<file path="config.mk">
export PLATFORM = sky130hd
export DESIGN_NAME = oam_dma
export DESIGN_NICKNAME = d
export VERILOG_FILES = /design/src/rtl/oam_dma.sv
export SDC_FILE = /design/constraint.sdc
export NUM_CORES = 1
export LEC_CHECK = 0
export ABC_AREA = 0
export BUFFER_PORTS_ARGS = -buffer_cell sky130_fd_sc_hd__buf_2
export CAP_MARGIN = 20
export CELL_PAD_IN_SITES_DETAIL_PLACEMENT = 1
export CELL_PAD_IN_SITES_GLOBAL_PLACEMENT = 1
export CORE_MARGIN = 1
export CORE_UTILIZATION = 39
export DETAILED_ROUTE_END_ITERATION = 7
export PLACE_DENSITY = 0.86
export SLEW_MARGIN = 20
export SYNTH_ARGS = -nofsm -noshare
export SYNTH_HDL_FRONTEND = slang
export SYNTH_SLANG_ARGS = --single-unit
</file>
<file path="constraint.sdc">
create_clock -name i_clk -period 2.6 [get_ports i_clk]
set_clock_uncertainty 0.2 [all_clocks]
set_input_delay 0.13 -clock i_clk [delete_from_list [all_inputs] [get_ports i_clk]]
set_output_delay 0.13 -clock i_clk [all_outputs]
set_load 0.01 [all_outputs]
</file>
<file path="src/rtl/oam_dma.sv">
`default_nettype none
// ============================================================================
// Module      : oam_dma
// Description : $4014 sprite DMA. Halts the CPU and copies page P
//               ($PP00-$PPFF) to $2004 as 256 read/write pairs.
// Revision    : 1.0 - initial release
// ============================================================================
module oam_dma (
    input  logic        i_clk,
    input  logic        i_reset_n,
    input  logic        i_cs_n,
    input  logic        i_rw,
    input  logic [7:0]  i_data,
    output logic        o_rdy,
    output logic        o_active,
    output logic [15:0] o_address,
    output logic        o_rw,
    output logic [7:0]  o_data,
    input  logic [7:0]  i_bus_data,
    output logic [7:0]  o_debug_count,
    output logic [2:0]  o_debug_state
);

    typedef enum logic [2:0] {
        S_IDLE  = 3'd0,
        S_HALT  = 3'd1,
        S_ALIGN = 3'd2,
        S_READ  = 3'd3,
        S_WRITE = 3'd4
    } state_t;

    localparam logic [15:0] C_OAMDATA_ADDR = 16'h2004;
    localparam logic [7:0]  C_LAST_INDEX   = 8'hFF;

    state_t      r_state;
    state_t      w_next;
    logic [7:0]  r_page;
    logic [7:0]  r_count;
    logic [7:0]  r_data;
    logic        r_parity;
    logic        w_trigger;

    assign w_trigger = (r_state == S_IDLE) && !i_cs_n && !i_rw;

    // r_parity is 1 during an odd cycle, so the cycle after it is even.
    always_comb begin
        w_next = r_state;
        case (r_state)
            S_IDLE:  w_next = w_trigger ? S_HALT : S_IDLE;
            S_HALT:  w_next = r_parity ? S_READ : S_ALIGN;
            S_ALIGN: w_next = S_READ;
            S_READ:  w_next = S_WRITE;
            S_WRITE: w_next = (r_count == C_LAST_INDEX) ? S_IDLE : S_READ;
            default: w_next = S_IDLE;
        endcase
    end

    always_ff @(negedge i_clk or negedge i_reset_n) begin
        if (!i_reset_n) begin
            r_state  <= S_IDLE;
            r_page   <= 8'h00;
            r_count  <= 8'h00;
            r_data   <= 8'h00;
            r_parity <= 1'b0;
        end else begin
            r_parity <= ~r_parity;
            r_state  <= w_next;
            if (w_trigger) begin
                r_page  <= i_data;
                r_count <= 8'h00;
            end
            if (r_state == S_READ) begin
                r_data <= i_bus_data;
            end
            // Index wraps back to 0 after the final write so IDLE shows 0.
            if (r_state == S_WRITE) begin
                r_count <= (r_count == C_LAST_INDEX) ? 8'h00 : r_count + 8'd1;
            end
        end
    end

    always_comb begin
        o_rdy     = 1'b0;
        o_active  = 1'b0;
        o_address = 16'h0000;
        o_rw      = 1'b1;
        o_data    = 8'h00;
        case (r_state)
            S_IDLE: o_rdy = 1'b1;
            S_READ: begin
                o_active  = 1'b1;
                o_address = {r_page, r_count};
            end
            S_WRITE: begin
                o_active  = 1'b1;
                o_address = C_OAMDATA_ADDR;
                o_rw      = 1'b0;
                o_data    = r_data;
            end
            default: ;
        endcase
    end

    assign o_debug_count = r_count;
    assign o_debug_state = r_state;

endmodule
`default_nettype wire

</file>
## After elaboration in Yosys (flattened, before gate mapping)

Cells that the tools add are included.

| cells by class | value |
|---|---|
| add/sub/neg operators | 1 |
| equality and inequality tests | 5 |
| multiplexer cells | 12 |
| bitwise logic cells | 1 |
| reductions and logical operators | 7 |

Operators by type and width:

| cell | count |
|---|---|
| two-way mux 8 bit | 4 |
| case mux 16 bit (2 select lines) | 1 |
| case mux 3 bit (5 select lines) | 1 |
| adder 8 x 1 -> 8 bit (second input constant) | 1 |
| equality test 8 bit (second input constant) | 1 |
| equality test 3 x 2 -> 1 bit (second input constant) | 2 |
| two-way mux 1 bit | 5 |
| equality test 3 x 1 -> 1 bit (second input constant) | 1 |
| equality test 3 bit (second input constant) | 1 |
| logical NOT 3 bit | 1 |
| logical AND 1 bit | 2 |
| logical NOT 1 bit | 2 |
| two-way mux 2 bit | 1 |
| nonzero test 2 bit | 1 |
| OR reduction 2 bit | 1 |
| inverter 1 bit | 1 |

| word-level totals | value |
|---|---|
| register bits after elaboration | 28 |
| input bits | 20 |
| word-level logic and storage cells | 31 |

## Logic depth before layout (Yosys ltp)

| depth | value |
|---|---|
| word-level depth | 5 |
| gate-level depth with buffers | 7 |
| mapped depth without buffers | 6 |

==> qor.yml <==
die:
  dieArea_sq_um: 3963
  io_pins: 58
  start_util: 0.4209
  die_w_microns: 62.95
  coreArea_sq_um: 3442
  chipHeight_microns: 62.95
  fp-row-count: 21
setup_path:
  worstPathMaxFanout: 5
  critical_path_class: "register to primary output"
  end_kind: "primary output"
  worstSetupStartpointType: "register"
  required_ns: 2.27
  r2r_cells: 6
  crit_arrival_ns: 2.75
synthesis:
  ys_ff_latch: 28
  syn_inst: 128
  yosysTopAreaCell: "dfrtn_1"
  synth_edf_count: 0
  yosys.cell_count.top_type: "dfrtn_1"
  synth.top_cells.by_count: "dfrtn_1 (28), nand2_1 (17), and2_1 (13)"
  synth.area.top_cells: "dfrtn_1 (48%), mux2_4 (7.3%), and2_1 (5.6%)"
  syn_area_sq_um: 1449
  syn_nets: 149
  synth_top_area_share: 0.4836
  seq_area_frac_synth: 0.4836
  ys_warn_count: 0
  synth_cell_types: 34
  avgSynthCellArea_sq_um: 11.32
  synthFlopType: "dfrtn_1"
  async_flop_share: 1.000
hold_path:
  holdPathStages: 1
  hp-class: "register to register"
clock_network:
  root_buffer: "clkbuf_8"
  clk_path_buf_depth: 2
  path_clk_slew_ns: 0.07
  cts-buffers-inserted: 3
  cts_hold_buf: 0
  tritoncts: "done"
  cts-htree-levels: 1
  cts.sinks: 28
  insertion_delay_ns: 0.29
placed_design:
  placed_cells: 245
  numPortBuffers: 57
  place.gp.congestion: 0.8592
  hpwl_mm: 3.034
sta:
  rsz0062_at_grt: "true"
  setup_ws_ns: -0.4763
  finalHoldViolations: 0
  tightest_slew_ns: 0.5395
  setup_tns_ns: -12.23
  holdWs_ns: 0.1808
  setup_viol: 30
  drv_slew: 0
  slew-limit-headroom: 0.6379
final_layout:
  n_antenna_cell: 0
  final_nets: 248
  stdcell_count: 272
  drive_above_1_share: 0.6460
  fin_util: 0.6950
  synthToLayoutAreaGrowth_pct: 65.11
route:
  via_per_inst: 5.379
  route.detailed.drc: 0
  antenna_left: 0
  wirelength_mm: 5.892
  wire_per_inst_microns: 21.66
  first_pass_iters: 4
  vias: 1463
  drtIter0Drc: 72
power_and_ir_drop:
  leakagePower_nw: 1.237
  vdd_ir_drop_max_uv: 628.1
  finalPower_mw: 2.472
  pwr_density_cell_nw_per_um2: 1033
grt:
  grt_antenna_before_repair: 0
  grt_pass1_wl_mm: 8.500
  overflow: 0
  grt_pass1_vias: 1636
  track_usage: 0.2832
  grt_max_degree: 16
status:
  violations: "negative setup slack"
  outcome: "finished, violations left"
run:
  maxCapViolations: 0
==> worst paths after layout <==
| path | slack, ns | startpoint | to |
|---|---|---|---|
| worst max-delay path | -0.48 | o_debug_state[1] | o_active |
| worst min-delay path | 0.18 | r_parity | r_parity |
| worst max register to register | 0.51 | o_debug_count[0] | o_debug_count[5] |
| worst min register to register | 0.18 | r_parity | r_parity |
| max in group asynchronous | 1.02 | i_reset_n | r_data[7] |
| min in group asynchronous | 0.74 | i_reset_n | o_debug_count[4] |
==> stage by stage <==
stage,cell area [sq um],setup slack (ns)
CTS,2261,-0.4152
global route,2392,-0.5207
detailed placement,1927,-0.1606
finish,2392,-0.4763
global placement,1927,-0.1059
floorplan,1484,-0.2179
==> per-layer routing <==
| metal | vias up | global-route usage | part of all wire |
|---|---|---|---|
| met3 | 19 | 0.05839 | 0.051 |
| met1 | 721 | 0.2921 | 0.38 |
| li1 | 644 | - | - |
| met2 | 79 | 0.5497 | 0.53 |
| met4 | 0 | 0.1017 | 0.035 |
| met5 | - | 0 | 0 |
==> where the power goes <==
group | switching, mW | internal, mW | total, mW
logic | 0.660 | 0.790 | 1.45
registers | 0.127 | 0.618 | 0.744
clock network | 0.142 | 0.136 | 0.277
total | 0.929 | 1.54 | 2.47
==> layout make-up <==
cell class / instances / area (sq um)
Clock buffer: 4 / 55.05
Inverter: 3 / 18.77
Fill cell: 365 / 1050
Multi-Input combinational cell: 92 / 763.2
Timing Repair Buffer: 99 / 797.0
Tap cell: 46 / 57.56
Sequential cell: 28 / 700.7
==> flip-flops by register name (all words and copies together) (netlist names) <==
name / count
o_debug_count: 8
o_debug_state: 3
r_data: 8
r_page: 8
r_parity: 1
==> critical path, cell delays in order, from the launching register on <==
cell	delay, ns
dfrtn_1	0.37
buf_4	0.15
nor2_4	0.16
and2_4	0.21
inv_8	0.04
o21ai_2	0.06
buf_2	0.16
==> logic make-up after synthesis <==
kind of cell,Yosys count,synth area share
DFF,28,0.4836
and+or+nand+nor,56,0.2211
adders and majority gates,1,0.008634
muxes,18,0.1572
AOI/OAI and AO/OA,16,0.07773
buffers and inverters,8,0.04577
xor gates and xnor gates,1,0.006046
==> placed cells by master, fill, tap and decap left out, types with 2 or more instances in the layout <==
cell      netlist  routed
buf_2           1      37
buf_4           1      30
buf_6           1      29
dfrtn_1        28      28
nand2_1        17      14
and2_4          1      12
o21ai_1         8       8
mux2_4          7       7
mux2_2          6       6
and3_1         10       5
and3_4          0       5
nand2_2         1       4
mux2_1          4       4
clkbuf_8        0       4
nand3_1         3       3
nand4_1         3       3
buf_12          1       3
nor3_4          0       2
nor2_4          2       2
and2_1         13       2
inv_1           2       2
nor2_1          2       2
==> what timing repair did <==
item / 4_1_cts / 5_1_grt
hold endpoints to repair: 0 / 0
gates cloned: 1 / 0
endpoints found under the setup margin: 32 / 34
pin swaps: 11 / 2
setup buffers: 17 / 7
resized for setup: 31 / 20
(Power assumes the default switching activity.)
